## config.mk

```make
export PLATFORM = sky130hd
export DESIGN_NAME = regfile_access_controller
export DESIGN_NICKNAME = d
export VERILOG_FILES = /design/src/rtl/regfile_access_controller.sv
export SDC_FILE = /design/constraint.sdc
export NUM_CORES = 1
export LEC_CHECK = 0
export CORE_AREA = 5 5 365 367
export DETAILED_ROUTE_END_ITERATION = 10
export DIE_AREA = 0 0 370 372
export PLACE_DENSITY = 0.46
export SYNTH_ARGS = -nofsm -noshare
export SYNTH_HDL_FRONTEND = slang
export SYNTH_SLANG_ARGS = --single-unit
```

## constraint.sdc

```tcl
create_clock -name clk -period 17.4 [get_ports clk]
set_input_delay 4.35 -clock clk [delete_from_list [all_inputs] [get_ports clk]]
set_output_delay 4.35 -clock clk [all_outputs]
set_load 0.1 [all_outputs]
```

## src/rtl/regfile_access_controller.sv

```systemverilog
// regfile_access_controller
// Initiator-side sequencer for a 32-entry multi-ported register file.
// It accepts one request (up to 4 reads, up to 2 writes) on a valid/ready
// handshake and encodes it into one or two register-file operation codes.
// Read results come from the file's output latches and are returned on a
// valid/ready response channel.
//
// Ports:
//   clk, rst                 clock, synchronous active-high reset
//   req_*                    request bundle (counts, indices, write data)
//   resp_*                   response channel (valid/ready, error, read data)
//   rf_ctrl, rf_port1..4     registered register-file control code and ports
//   rf_latch1..4             register-file output latches
//   op_count                 (only with RFC_OP_CNT_EN) count of non-NOP cycles
//
// Optional build macro: RFC_OP_CNT_EN adds the op_count output and counter.
module regfile_access_controller #(
  parameter int DATA_W = 64,
  parameter int ADDR_W = 5
) (
  input  logic              clk,
  input  logic              rst,
  input  logic              req_valid,
  output logic              req_ready,
  input  logic [2:0]        req_rd_cnt,
  input  logic [ADDR_W-1:0] req_rd_addr0,
  input  logic [ADDR_W-1:0] req_rd_addr1,
  input  logic [ADDR_W-1:0] req_rd_addr2,
  input  logic [ADDR_W-1:0] req_rd_addr3,
  input  logic [1:0]        req_wr_cnt,
  input  logic [ADDR_W-1:0] req_wr_addr0,
  input  logic [ADDR_W-1:0] req_wr_addr1,
  input  logic [DATA_W-1:0] req_wr_data0,
  input  logic [DATA_W-1:0] req_wr_data1,
  output logic              resp_valid,
  input  logic              resp_ready,
  output logic              resp_err,
  output logic [DATA_W-1:0] resp_rd_data0,
  output logic [DATA_W-1:0] resp_rd_data1,
  output logic [DATA_W-1:0] resp_rd_data2,
  output logic [DATA_W-1:0] resp_rd_data3,
  output logic [3:0]        rf_ctrl,
  output logic [DATA_W-1:0] rf_port1,
  output logic [DATA_W-1:0] rf_port2,
  output logic [DATA_W-1:0] rf_port3,
  output logic [DATA_W-1:0] rf_port4,
  input  logic [DATA_W-1:0] rf_latch1,
  input  logic [DATA_W-1:0] rf_latch2,
  input  logic [DATA_W-1:0] rf_latch3,
  input  logic [DATA_W-1:0] rf_latch4
`ifdef RFC_OP_CNT_EN
  ,
  output logic [31:0]       op_count
`endif
);

  localparam logic [3:0] NOP = 4'hF;

  typedef enum logic [2:0] {
    IDLE    = 3'd0,
    ISSUE_A = 3'd1,
    WAIT_A  = 3'd2,
    ISSUE_B = 3'd3,
    RESP    = 3'd4
  } state_t;

  function automatic logic [DATA_W-1:0] zext(input logic [ADDR_W-1:0] a);
    return {{(DATA_W-ADDR_W){1'b0}}, a};
  endfunction

  state_t            state_r;
  logic [2:0]        rd_cnt_r;
  logic              two_r;
  logic [3:0]        code_b_r;
  logic [DATA_W-1:0] pb_r      [4];
  logic [DATA_W-1:0] port_r    [4];
  logic [DATA_W-1:0] rd_data_r [4];

  logic              bad_s;
  logic              empty_s;
  logic              two_s;
  logic [3:0]        code_a_s;
  logic [3:0]        code_b_s;
  logic [DATA_W-1:0] pa_s      [4];
  logic [DATA_W-1:0] pb_s      [4];
  logic [DATA_W-1:0] rd_addr_s [4];
  logic [DATA_W-1:0] latch_s   [4];

  // Zero-extended read indices and latch inputs gathered into arrays.
  always_comb begin
    rd_addr_s[0] = zext(req_rd_addr0);
    rd_addr_s[1] = zext(req_rd_addr1);
    rd_addr_s[2] = zext(req_rd_addr2);
    rd_addr_s[3] = zext(req_rd_addr3);
    latch_s[0]   = rf_latch1;
    latch_s[1]   = rf_latch2;
    latch_s[2]   = rf_latch3;
    latch_s[3]   = rf_latch4;
  end

  // Encode the live request into phase A (and optional phase B) code/ports.
  always_comb begin
    bad_s    = (req_rd_cnt > 3'd4) || (req_wr_cnt == 2'd3);
    empty_s  = (req_rd_cnt == 3'd0) && (req_wr_cnt == 2'd0);
    two_s    = 1'b0;
    code_a_s = NOP;
    code_b_s = NOP;
    for (int i = 0; i < 4; i++) begin
      pa_s[i] = '0;
      pb_s[i] = '0;
    end
    if (!bad_s && !empty_s) begin
      case ({req_rd_cnt, req_wr_cnt})
        {3'd1, 2'd1}: begin
          code_a_s = 4'd4;
          pa_s[0]  = rd_addr_s[0];
          pa_s[1]  = req_wr_data0;
          pa_s[2]  = zext(req_wr_addr0);
        end
        {3'd2, 2'd1}: begin
          code_a_s = 4'd5;
          pa_s[0]  = rd_addr_s[0];
          pa_s[1]  = rd_addr_s[1];
          pa_s[2]  = req_wr_data0;
          pa_s[3]  = zext(req_wr_addr0);
        end
        {3'd0, 2'd1}: begin
          code_a_s = 4'd6;
          pa_s[0]  = zext(req_wr_addr0);
          pa_s[1]  = req_wr_data0;
        end
        {3'd0, 2'd2}: begin
          code_a_s = 4'd7;
          pa_s[0]  = zext(req_wr_addr0);
          pa_s[1]  = req_wr_data0;
          pa_s[2]  = zext(req_wr_addr1);
          pa_s[3]  = req_wr_data1;
        end
        default: begin
          // Read-only code r-1 (r is 1..4 here; 4 wraps to 3 in two bits).
          code_a_s = {2'b00, req_rd_cnt[1:0] - 2'd1};
          for (int i = 0; i < 4; i++) begin
            if (3'(i) < req_rd_cnt) begin
              pa_s[i] = rd_addr_s[i];
            end else begin
              pa_s[i] = '0;
            end
          end
          // Any writes left over go to a second, write-only phase.
          if (req_wr_cnt != 2'd0) begin
            two_s    = 1'b1;
            code_b_s = (req_wr_cnt == 2'd1) ? 4'd6 : 4'd7;
            pb_s[0]  = zext(req_wr_addr0);
            pb_s[1]  = req_wr_data0;
            if (req_wr_cnt == 2'd2) begin
              pb_s[2] = zext(req_wr_addr1);
              pb_s[3] = req_wr_data1;
            end else begin
              pb_s[2] = '0;
              pb_s[3] = '0;
            end
          end else begin
            two_s = 1'b0;
          end
        end
      endcase
    end else begin
      code_a_s = NOP;
    end
  end

  // Sequencer FSM with all handshake and register-file outputs registered.
  always_ff @(posedge clk) begin
    if (rst) begin
      state_r    <= IDLE;
      req_ready  <= 1'b1;
      resp_valid <= 1'b0;
      resp_err   <= 1'b0;
      rf_ctrl    <= NOP;
      rd_cnt_r   <= 3'd0;
      two_r      <= 1'b0;
      code_b_r   <= NOP;
      for (int i = 0; i < 4; i++) begin
        port_r[i]    <= '0;
        pb_r[i]      <= '0;
        rd_data_r[i] <= '0;
      end
    end else begin
      case (state_r)
        IDLE: begin
          if (req_valid) begin
            req_ready <= 1'b0;
            rd_cnt_r  <= req_rd_cnt;
            two_r     <= two_s;
            code_b_r  <= code_b_s;
            resp_err  <= bad_s;
            for (int i = 0; i < 4; i++) begin
              pb_r[i]      <= pb_s[i];
              rd_data_r[i] <= '0;
            end
            if (bad_s || empty_s) begin
              state_r    <= RESP;
              resp_valid <= 1'b1;
            end else begin
              state_r <= ISSUE_A;
              rf_ctrl <= code_a_s;
              for (int i = 0; i < 4; i++) begin
                port_r[i] <= pa_s[i];
              end
            end
          end else begin
            state_r <= IDLE;
          end
        end
        ISSUE_A: begin
          state_r <= WAIT_A;
          rf_ctrl <= NOP;
          for (int i = 0; i < 4; i++) begin
            port_r[i] <= '0;
          end
        end
        WAIT_A: begin
          // Latches now hold the phase A reads (pre-write values).
          for (int i = 0; i < 4; i++) begin
            if (3'(i) < rd_cnt_r) begin
              rd_data_r[i] <= latch_s[i];
            end else begin
              rd_data_r[i] <= '0;
            end
          end
          if (two_r) begin
            state_r <= ISSUE_B;
            rf_ctrl <= code_b_r;
            for (int i = 0; i < 4; i++) begin
              port_r[i] <= pb_r[i];
            end
          end else begin
            state_r    <= RESP;
            resp_valid <= 1'b1;
          end
        end
        ISSUE_B: begin
          state_r    <= RESP;
          resp_valid <= 1'b1;
          rf_ctrl    <= NOP;
          for (int i = 0; i < 4; i++) begin
            port_r[i] <= '0;
          end
        end
        RESP: begin
          if (resp_ready) begin
            state_r    <= IDLE;
            resp_valid <= 1'b0;
            req_ready  <= 1'b1;
          end else begin
            state_r <= RESP;
          end
        end
        default: begin
          state_r    <= IDLE;
          req_ready  <= 1'b1;
          resp_valid <= 1'b0;
          rf_ctrl    <= NOP;
        end
      endcase
    end
  end

  assign rf_port1      = port_r[0];
  assign rf_port2      = port_r[1];
  assign rf_port3      = port_r[2];
  assign rf_port4      = port_r[3];
  assign resp_rd_data0 = rd_data_r[0];
  assign resp_rd_data1 = rd_data_r[1];
  assign resp_rd_data2 = rd_data_r[2];
  assign resp_rd_data3 = rd_data_r[3];

`ifdef RFC_OP_CNT_EN
  // Count every cycle in which a real operation code is driven.
  always_ff @(posedge clk) begin
    if (rst) begin
      op_count <= 32'd0;
    end else if (rf_ctrl != NOP) begin
      op_count <= op_count + 32'd1;
    end else begin
      op_count <= op_count;
    end
  end
`endif

endmodule
```

# Yosys cells after proc, flatten, opt, wreduce, memory -nomap -nowiden

Memories as Yosys holds them, arrays and structs flattened.
Cells that the tools add are included.

Memory bits (writable): 768
Bits in registers: 18
Input port bits: 423
Memories kept: 3
Output and inout bits: 519
Word-level logic and storage cells: 214

Eq/ne operators: 17
Muxes and demuxes: 123
Bitwise logic cells: 35
Add/sub/neg operators: 1
Magnitude comparators: 9
Reductions and logical operators: 18

Memory list:

| name      | depth | width | read ports | clocked after memory_dff | write ports | line | source |
|---|---|---|---|---|---|---|---|
| pb_r      | 4     | 64    | 4          | 0                        | 4           | 75   | `logic [DATA_W-1:0] pb_r [4];` |
| port_r    | 4     | 64    | 4          | 0                        | 4           | 76   | `logic [DATA_W-1:0] port_r [4];` |
| rd_data_r | 4     | 64    | 4          | 0                        | 4           | 77   | `logic [DATA_W-1:0] rd_data_r [4];` |

Operators by type and width:

| cell                                               | number |
|---|---|
| 2-to-1 mux 64 bit                                  | 32 |
| 2-to-1 mux 197 bit                                 | 3 |
| one-hot mux 128 bit (3 select lines)               | 1 |
| 2-to-1 mux 256 bit                                 | 1 |
| one-hot mux 64 bit (4 select lines)                | 1 |
| one-hot mux 64 bit (3 select lines)                | 1 |
| 2-to-1 mux 69 bit                                  | 1 |
| 2-to-1 mux 1 bit                                   | 63 |
| OR 1 bit                                           | 32 |
| 2-to-1 mux 4 bit                                   | 7 |
| 2-to-1 mux 5 bit                                   | 4 |
| one-hot mux 3 bit (5 select lines)                 | 1 |
| < comparator 1 x 3 -> 1 bit (first input constant) | 4 |
| < comparator 2 x 3 -> 1 bit (first input constant) | 4 |
| 2-to-1 mux 3 bit                                   | 4 |
| != test 2 bit (second input constant)              | 6 |
| one-hot mux 3 bit (4 select lines)                 | 1 |
| one-hot mux 4 bit (3 select lines)                 | 1 |
| == test 3 x 2 -> 1 bit (second input constant)     | 2 |
| zero test 3 bit                                    | 2 |
| == test 5 x 1 -> 1 bit (second input constant)     | 1 |
| == test 5 x 2 -> 1 bit (second input constant)     | 1 |
| == test 5 x 3 -> 1 bit (second input constant)     | 1 |
| == test 5 x 4 -> 1 bit (second input constant)     | 1 |
| 21 further kinds                                   | 28 |

# Depth between registers and ports, before layout

Gate-level depths: netlist of the first run.

Depth in word-level cells: 12
Mapped depth: 10

# Least setup slack after synthesis of the first run

Ideal clock, no wire load.

Kind: input-to-reg
Start: input port rst
End: memory port_r[1][0] (enable)
Library setup time: 574 ps
Stages on the path: 3
Required time: 16826 ps
Slack: 7534 ps
Arrival time: 9292 ps
Path through: clkbuf_1 > nand2b_1 > o21ai_0

RTL lines:

| element     | line | source |
|---|---|---|
| from (decl) | 22   | `input logic rst,` |
| to (decl)   | 76   |  |

==> results of run 1 <==
## worst min-delay path, cell delays in order (launching register included)
cell and delay [ns]:
dfxtp_1 0.31, nand2_1 0.05, nand2_1 0.04
## through the flow
step                hold slack, ns  utilization (%)
detailed placement           0.441             26.4
finish                       0.445             28.3
global placement             0.438             26.4
global route                 0.463             28.3
floorplan                    0.441                -
CTS                          0.449             28.3
## layout make-up
| cell class | instances | area [um2] | area share (%) |
|---|---|---|---|
| diodes | 11 | 27.5 | 0.0753 |
| inverters | 4 | 20.0 | 0.0548 |
| multi-input cells | 953 | 6190 | 16.9 |
| flip-flops and latches | 607 | 16700 | 45.8 |
| well taps | 1742 | 2180 | 5.97 |
| clock inverters | 30 | 220 | 0.603 |
| clock buffers | 111 | 2220 | 6.08 |
| repair buffers | 904 | 8940 | 24.5 |
## worst min path at each step
stage           startpoint           to  slack [ns]  cells after the start
3_3_place_gp     req_ready    req_ready        0.44                      2
5_1_grt          req_ready    req_ready        0.46                      2
3_5_place_dp     req_ready    req_ready        0.44                      2
4_1_cts          req_ready    req_ready        0.45                      2
6_report         req_ready    req_ready        0.44                      2
2_1_floorplan  code_b_r[3]  code_b_r[3]        0.44                      2
## synthesized netlist by cell type (14+ instances only)
cell type,n,share of area (%)
edfxtp_1,458,59
and2_1,389,10
dfxtp_1,149,13
nor2_1,149,2.4
clkbuf_1,89,1.4
a222oi_1,70,3.0
a22oi_1,66,2.1
buf_4,65,2.1
a22o_1,64,2.4
nand2_1,25,0.40
a21oi_1,23,0.49
buf_2,16,0.34
nor3_1,15,0.32
o21ai_0,14,0.30
## layer usage
metal | part of all wire (%) | GRT usage [%]
met1 | 39 | 16.8
met2 | 48 | 23.2
met3 | 11 | 5.73
met4 | 2.0 | 4.18
met5 | 0.18 | 0
## cell families (layout without fill, tap and decap cells)
kind of cell	after synthesis	in the layout	share of synthesized area, %
other	1	70	0.0160
adder cells (fa/ha/maj)	3	3	0.160
buffers and inverters	178	1049	4.03
AND/OR/NAND/NOR	614	614	14.8
flip-flops	607	607	71.3
AO/OA/AOI/OAI	275	275	9.65
XOR/XNOR	1	1	0.0373
multiplexers	1	1	0.0426
## registers in the layout (all words and copies together), names as in the netlist
register    count
code_b_r        2
state_r         3
resp_err        1
rd_cnt_r        3
two_r           1
port_r        197
rf_ctrl         4
resp_valid      1
pb_r          138
rd_data_r     256
req_ready       1
## where the power goes
group	internal [W]	switching, W	total (W)	leakage, nW
logic	0.000204	0.000696	0.000901	6.04
clock network	0.000894	0.000667	0.00156	1.17
registers	0.00166	0.0000302	0.00169	6.18
## placed cells by master (no fill, tap or decap), types with 21 or more instances in the layout
| cell | netlist | routed |
|---|---|---|
| clkdlybuf4s50_1 | 0 | 861 |
| edfxtp_1 | 458 | 458 |
| and2_1 | 389 | 389 |
| dfxtp_1 | 149 | 149 |
| nor2_1 | 149 | 144 |
| clkbuf_16 | 0 | 82 |
| a222oi_1 | 70 | 70 |
| a22oi_1 | 66 | 66 |
| a22o_1 | 64 | 64 |
| conb_1 | 1 | 59 |
| buf_4 | 65 | 42 |
| nand2_1 | 25 | 25 |
| clkbuf_1 | 89 | 23 |
| a21oi_1 | 23 | 21 |
==> flow_summary.toml, run 1 <==
[floorplan]
floorplan.die_area_um2 = 138000
die_w_um = 370
die_y_um = 372
io_pins = 942
placementRows = 132
coreArea_um2 = 129000
start_util_pct = 18.2

[logic_synthesis]
synth.yosys.seq_area_share_pct = 71.3
synth-seq-cells = 607
synth_flop_cell = "edfxtp_1"
synthesis.area_um2 = 23500
postSynth.asyncResetShare_pct = 0
postSynthAreaPerCell_um2 = 14.0
synth-edff-count = 458
yosysWarnings = 0
netlist_instances = 1680
netlist-cell-type-count = 52

[routing]
number_of_detailed_route_iterations_in_the_first_pass = 8
drc_violation_count_after_routing = 0
drtAntennaViolNets = 0
wl_um = 103000
drt-vias-per-instance = 3.94
route.detailed.wl_per_inst_um = 23.6
dr.first_iter.drc_count = 1410
routed-via-count = 17200

[worst_setup_path]
crit_path_end = "port_r[1][3]"
worst_setup_path_startpoint = "req_rd_cnt[2]"
worst-path-stages = 6
rr_worst_depth = 7
critical_path_peak_fanout = 64
regToRegSetupSlack_ns = 13.77
crit_path_top_delay_cell = "nor3b_1"
critPathArrivalTime_ns = 7.74
reg2reg_from = "state_r[1]"
worstReg2RegEnd = "port_r[0][2]"
critical_path_class = "in2reg"
cp_cell_sequence = "clkdlybuf4s50_1 -> nor3b_1 -> o21ba_2 -> buf_4 -> a22o_1 -> a21o_1"
critPathMaxStageDelay_ns = 1.17
cp.required_ns = 17.95
end_kind = "flop"
crit_path_start_kind = "input pin"
worst-path-buf-inv = 2
cp_top_family = "buffers and inverters"

[power]
post-layout-total-power_w = 0.00415
vdd.ir_drop.worst_uv = 64.6
p_leak_nw = 13.4
power_per_standard_cell_area_nw_per_um2 = 114

[placement]
detailed_place_hpwl_um = 75400
gp_congestion = 0.783
pre_cts_slack_ns = 9.59
placed_area_um2 = 34100
port_buffers = 882
cell_count_after_placement = 4210

[clock_network]
postCtsSetupBuffers = 0
clock_sinks = 607
clk-insertion-delay-late_ns = 0.67
worst_setup_hold_path_clk_slew_ns = 0.05
cts_tree = "yes"
cts-buffers-inserted = 78
max-clock-path-buffers = 3
clock_tree_root = "clkbuf_16"
htree_levels = 3
cts-hold-fix-buffers = 0
cts_resized = 0

[sta]
max_slew.worst_pin.slew_ns = 1.25
rsz0062_at_grt = "false"
timing.final.crit_share_pct = 41.3
final.setup.worst_slack_ns = 10.21
timing.final.hold_violations = 0
fmax_mhz = 139
minimum_clock_period_after_layout_ns = 7.19
finalSetupViolCount = 0
skew_ns = 0.0372
max_slew_margin_pct = 16.2
number_of_max_slew_violations_in_the_final_report = 0
timing.setup.tns_ns = 0

[global_route]
grt_pass1_vias = 16900
grt_max_degree = 77
globalRoute.totalOverflow = 0
grt_usage_pct = 14.1
initial_antenna_violation_count = 29
grt_first_pass_wirelength_um = 137000

[layout]
syn_to_final_growth_pct = 55.6
finalNetCount = 2974
fin_cells = 4362
design_area_um2 = 36500
num-fill-cells = 13400
drive_above_1_share_pct = 6.86

[outcome]
status = "finished clean"

[min_path]
hold_path.class = "reg2reg"

[run]
max_cap_viols = 0
(Power assumes the default switching activity.)
==> run 2, diff against run 1 <==
--- a/config.mk
+++ b/config.mk
@@ -5,9 +5,9 @@
 export SDC_FILE = /design/constraint.sdc
 export NUM_CORES = 1
 export LEC_CHECK = 0
-export CORE_AREA = 5 5 365 367
+export CORE_AREA = 5 5 366 368
 export DETAILED_ROUTE_END_ITERATION = 10
-export DIE_AREA = 0 0 370 372
+export DIE_AREA = 0 0 371 373
 export PLACE_DENSITY = 0.46
 export SYNTH_ARGS = -nofsm -noshare
 export SYNTH_HDL_FRONTEND = slang
==> constraint.sdc (replaced) <==
create_clock -name clk -period 6.86 [get_ports clk]
set_input_delay 1.715 -clock clk [delete_from_list [all_inputs] [get_ports clk]]
set_output_delay 1.715 -clock clk [all_outputs]
set_load 0.1 [all_outputs]
==> run 2 against run 1 <==
  * Core utilization decreased by 0.17 points
  * Routed wire length decreased by 0.50%
  * Non-clock buffer count increased by 1
  * Combinational power increased to 2.5 times the previous value
  * Flip-flop and latch count unchanged
  * Clock-buffer cell count unchanged
  * Sequential share of layout area decreased by 0.18 points
  * Sequential power increased to 2.5 times the previous value
  * First-iteration DRC count decreased by 5.5%
  * Hold slack improved by 0.0064 ns
==> flow_summary.toml, run 2 (same netlist as run 1, synthesis figures left out) <==
[worst_setup_path]
cp_cell_sequence = "clkdlybuf4s50_1 -> nor4bb_4 -> nor2b_4 -> buf_4 -> a222oi_1 -> nor2_1"
cp_top_family = "simple AND/OR/NAND/NOR gates"
worstReg2RegEnd = "port_r[1][1]"
end_kind = "flop"
reg2reg_from = "state_r[0]"
critical_path_peak_fanout = 32
crit_path_end = "port_r[3][17]"
regToRegSetupSlack_ns = 3.48
critPathArrivalTime_ns = 5.22
cp.required_ns = 7.44
worst-path-stages = 6
rr_worst_depth = 5
critPathMaxStageDelay_ns = 0.96
crit_path_start_kind = "input pin"
worst-path-buf-inv = 2
crit_path_top_delay_cell = "nor4bb_4"
critical_path_class = "in2reg"
worst_setup_path_startpoint = "req_rd_cnt[2]"

[layout]
largest_register_ffs = 256
syn_to_final_growth_pct = 56.3
top_regs = "rd_data_r (256), port_r (197), pb_r (138)"
regArea_um2 = 16700
layout.cells.most_common_list = "clkdlybuf4s50_1 (866), edfxtp_1 (458), and2_1 (389), dfxtp_1 (149), nor2_1 (144)"
largest_register = "rd_data_r"
commonest_non_fill_non_tap_cell_in_the_layout = "clkdlybuf4s50_1"
finalNetCount = 2976
drive_above_1_share_pct = 6.69
multi_input_comb_area_um2 = 6180
num-fill-cells = 13600

[floorplan]
floorplan.die_area_um2 = 138000
die_y_um = 373
io_pins = 942
start_util_pct = 18.0
die_w_um = 371
coreArea_um2 = 130000
placementRows = 133

[global_route]
grt_max_degree = 140
grt_usage_pct = 14.1
initial_antenna_violation_count = 46
grt_pass1_vias = 17000
globalRoute.totalOverflow = 0
grt_first_pass_wirelength_um = 138000

[sta]
rsz0062_at_grt = "false"
whs_ns = 0.451
finalSetupViolCount = 0
max_slew.worst_pin.slew_ns = 1.23
number_of_max_slew_violations_in_the_final_report = 0
timing.setup.tns_ns = 0
max_slew_margin_pct = 17.9
skew_ns = 0.0257
timing.final.hold_violations = 0
timing.final.crit_share_pct = 67.6
fmax_mhz = 216
final.setup.worst_slack_ns = 2.23
minimum_clock_period_after_layout_ns = 4.63

[placement]
gp_congestion = 0.785
detailed_place_hpwl_um = 75700
port_buffers = 882
pre_cts_slack_ns = 1.63

[routing]
drtAntennaViolNets = 0
drt-vias-per-instance = 3.94
dr.first_iter.drc_count = 1333
routed-via-count = 17300
wl_um = 102000
drc_violation_count_after_routing = 0
number_of_detailed_route_iterations_in_the_first_pass = 7
route.detailed.wl_per_inst_um = 23.3

[clock_network]
postCtsSetupBuffers = 0
cts-hold-fix-buffers = 0
cts_resized = 0
max-clock-path-buffers = 3
htree_levels = 3
clk-insertion-delay-late_ns = 0.67
worst_setup_hold_path_clk_slew_ns = 0.06
cts-buffers-inserted = 79
clock_sinks = 607
cts_tree = "yes"
clock_tree_root = "clkbuf_16"

[power]
vdd.ir_drop.worst_uv = 170
power_per_standard_cell_area_nw_per_um2 = 289
p_leak_nw = 13.4

[min_path]
holdCritStartpoint = "req_ready"
hold_path.class = "reg2reg"

[run]
max_cap_viols = 0

[outcome]
status = "finished clean"
[run 2: changes by cell type in the layout (fill, tap and decap cells not counted), sizes merged]
cell / before / now
clkinv: 22 / 25
clkdlybuf4s50: 861 / 866
clkinvlp: 5 / 3
buf: 43 / 39
diode: 11 / 19
bufinv: 0 / 4
[run 2: final cells by class]
class / instances / share of cell area, %
inverter: 4 / 0.0546
tap: 1755 / 5.99
clock inverter: 35 / 0.935
antenna: 19 / 0.130
timing repair buffer: 905 / 24.5
clock buffer: 111 / 5.91
multi-input combinational: 953 / 16.9
sequential: 607 / 45.6
[run 2: worst min path at each step]
stage | endpoint | slack, ns | depth (start not counted)
floorplan | code_b_r[3] | 0.44 | 2
global placement | req_ready | 0.44 | 2
detailed placement | req_ready | 0.45 | 2
CTS | port_r[3][19] | 0.45 | 2
global route | port_r[3][19] | 0.47 | 2
finish | req_ready | 0.45 | 2
[run 2: through the flow]
| stage | total power (W) | cell area [um2] | util [%] | instances |
|---|---|---|---|---|
| floorplan | 0.00592 | 23700 | - | 1738 |
| global placement | 0.00665 | 34100 | 26.2 | 4224 |
| detailed placement | 0.00665 | 34100 | 26.2 | 4224 |
| CTS | 0.0108 | 36600 | 28.1 | 4370 |
| global route | 0.0110 | 36600 | 28.1 | 4373 |
| finish | 0.0106 | 36700 | 28.1 | 4389 |
[run 2: layer usage]
| metal | vias up | routed length, um | track usage (%) | part of all wire, % |
|---|---|---|---|---|
| li1 | 7855 | - | - | - |
| met1 | 8469 | 39800 | 16.6 | 39 |
| met5 | - | 127 | 0 | 0.12 |
| met4 | 22 | 2670 | 4.93 | 2.6 |
| met2 | 809 | 48300 | 23.1 | 47 |
| met3 | 117 | 11400 | 6.05 | 11 |
[run 2: worst reg2reg max path: stages, from the launching register on]
cell      delay, ns
dfxtp_1        0.55
nor4b_4        0.65
and4_4         0.39
nand2b_1       0.43
a21oi_1        0.96
a21o_1         0.25
[run 2: power breakdown]
group	internal (W)	switching [W]
Combinational	0.000522	0.00175
Clock	0.00237	0.00169
Sequential	0.00420	0.0000751
==> run 3, diff against run 2 <==
==> constraint.sdc (replaced) <==
create_clock -name clk -period 4.4 [get_ports clk]
set_input_delay 1.1 -clock clk [delete_from_list [all_inputs] [get_ports clk]]
set_output_delay 1.1 -clock clk [all_outputs]
set_load 0.1 [all_outputs]
==> run 3 against run 2 <==
  * Largest cell class unchanged
  * Clock skew fell by 0.0064 ns
  * Largest power group unchanged
  * Global-route usage down 0.32 points
  * Core utilization up 0.23 points
==> flow_summary.toml, run 3 (same netlist as run 1, synthesis figures left out) <==
[worst_setup_path]
cp.required_ns = 4.76
critPathArrivalTime_ns = 3.89
rr_worst_depth = 6
crit_path_start_kind = "input pin"
end_kind = "flop"
critical_path_class = "in2reg"
critical_path_peak_fanout = 42

[clock_network]
max-clock-path-buffers = 3
cts-hold-fix-buffers = 0
worst_setup_hold_path_clk_slew_ns = 0.05
cts_tree = "yes"
clk-insertion-delay-late_ns = 0.65
clock_sinks = 607
cts-buffers-inserted = 76
htree_levels = 3
cts_resized = 0
postCtsSetupBuffers = 0
clock_tree_root = "clkbuf_16"

[layout]
top_regs = "rd_data_r (256), port_r (197), pb_r (138)"
design_area_um2 = 37000
layout.cells.most_common_list = "clkdlybuf4s50_1 (866), edfxtp_1 (458), and2_1 (389), dfxtp_1 (149), nor2_1 (144)"
drive_above_1_share_pct = 7.27
commonest_non_fill_non_tap_cell_in_the_layout = "clkdlybuf4s50_1"
final_core_utilization_pct = 28.3
fin_cells = 4392
largest_register_ffs = 256
syn_to_final_growth_pct = 57.5
finalNetCount = 2996
largest_register = "rd_data_r"

[sta]
skew_ns = 0.0194
finalSetupViolCount = 0
number_of_max_slew_violations_in_the_final_report = 0
minimum_clock_period_after_layout_ns = 3.53
fmax_mhz = 284
max_slew_margin_pct = 23.8
max_slew.worst_pin.slew_ns = 1.14
timing.final.hold_violations = 0
rsz0062_at_grt = "false"
timing.final.crit_share_pct = 80.1

[floorplan]
coreArea_um2 = 130000
start_util_pct = 18.0
placementRows = 133
die_w_um = 371
floorplan.die_area_um2 = 138000
die_y_um = 373
io_pins = 942

[power]
vdd.ir_drop.worst_uv = 258
power_per_standard_cell_area_nw_per_um2 = 447
p_leak_nw = 13.6

[min_path]
hold_path.class = "reg2reg"
hold-path-cell-count = 2

[routing]
routed-via-count = 17200
number_of_detailed_route_iterations_in_the_first_pass = 6
wl_um = 101000
route.detailed.wl_per_inst_um = 22.9
drt-vias-per-instance = 3.92
drtAntennaViolNets = 0
dr.first_iter.drc_count = 1507
drc_violation_count_after_routing = 0

[global_route]
grt_max_degree = 103
grt_pass1_vias = 17200
globalRoute.totalOverflow = 0
grt_first_pass_wirelength_um = 137000
initial_antenna_violation_count = 38
grt_usage_pct = 13.8

[run]
max_cap_viols = 0

[placement]
port_buffers = 882
placed_area_um2 = 34500
gp_congestion = 0.785
cell_count_after_placement = 4247
detailed_place_hpwl_um = 75100

[outcome]
status = "finished clean"
-- run 3: cell count changes in the layout (fill, tap and decap cells not counted), moves of 2 or more --
cell | previous run | this run
diode_2 | 19 | 9
clkinv_4 | 4 | 0
bufinv_16 | 4 | 7
clkbuf_16 | 81 | 78
buf_12 | 2 | 16
clkinv_2 | 8 | 5
clkinv_1 | 11 | 13
clkbuf_1 | 27 | 23
buf_4 | 37 | 45
-- run 3: final timing paths --
kind | start | to | slack, ns
worst max-delay path | req_rd_cnt[1] | port_r[2][54] | 0.87
worst min-delay path | req_ready | req_ready | 0.46
worst max register to register | state_r[1] | port_r[2][54] | 1.13
worst min register to register | req_ready | req_ready | 0.46
-- run 3: cell type report --
type	instances	area [um2]
clock buffer	104	2080
inverter	4	18.8
clock inverter	32	395
timing repair buffer	928	9330
multi-input combinational	953	6200
sequential	607	16700
antenna	9	22.5
fill	13500	93500
tap	1755	2200
-- run 3: stage by stage --
stage | hold slack (ns) | setup slack (ns) | setup TNS, ns | power [W]
CTS | 0.473 | 0.882 | 0 | 0.0168
global route | 0.488 | 0.833 | 0 | 0.0171
floorplan | 0.441 | -1.35 | -322.62 | 0.00922
global placement | 0.448 | 0.301 | 0 | 0.0104
finish | 0.464 | 0.875 | 0 | 0.0165
detailed placement | 0.457 | 0.223 | 0 | 0.0104
-- run 3: worst max-delay path: stages --
cell	delay, ns
clkdlybuf4s50_1	0.54
inv_1	0.18
ha_1	0.31
or4b_4	0.51
and4_4	0.25
nor3_4	0.37
o21ai_4	0.29
buf_12	0.27
-- run 3: power breakdown --
part	total [W]	leakage [nW]	switching (W)	internal, W
Sequential	0.00667	6.18	0.000126	0.00655
Clock	0.00629	1.20	0.00255	0.00374
Combinational	0.00358	6.22	0.00273	0.000848
-- run 3: metal layers --
layer,track usage [%],vias up,share of wire (%)
met4,3.23,28,2.0
met3,5.78,121,10
met1,16.3,8480,39
met2,23.3,725,48
met5,0,-,0.17
li1,-,7868,-
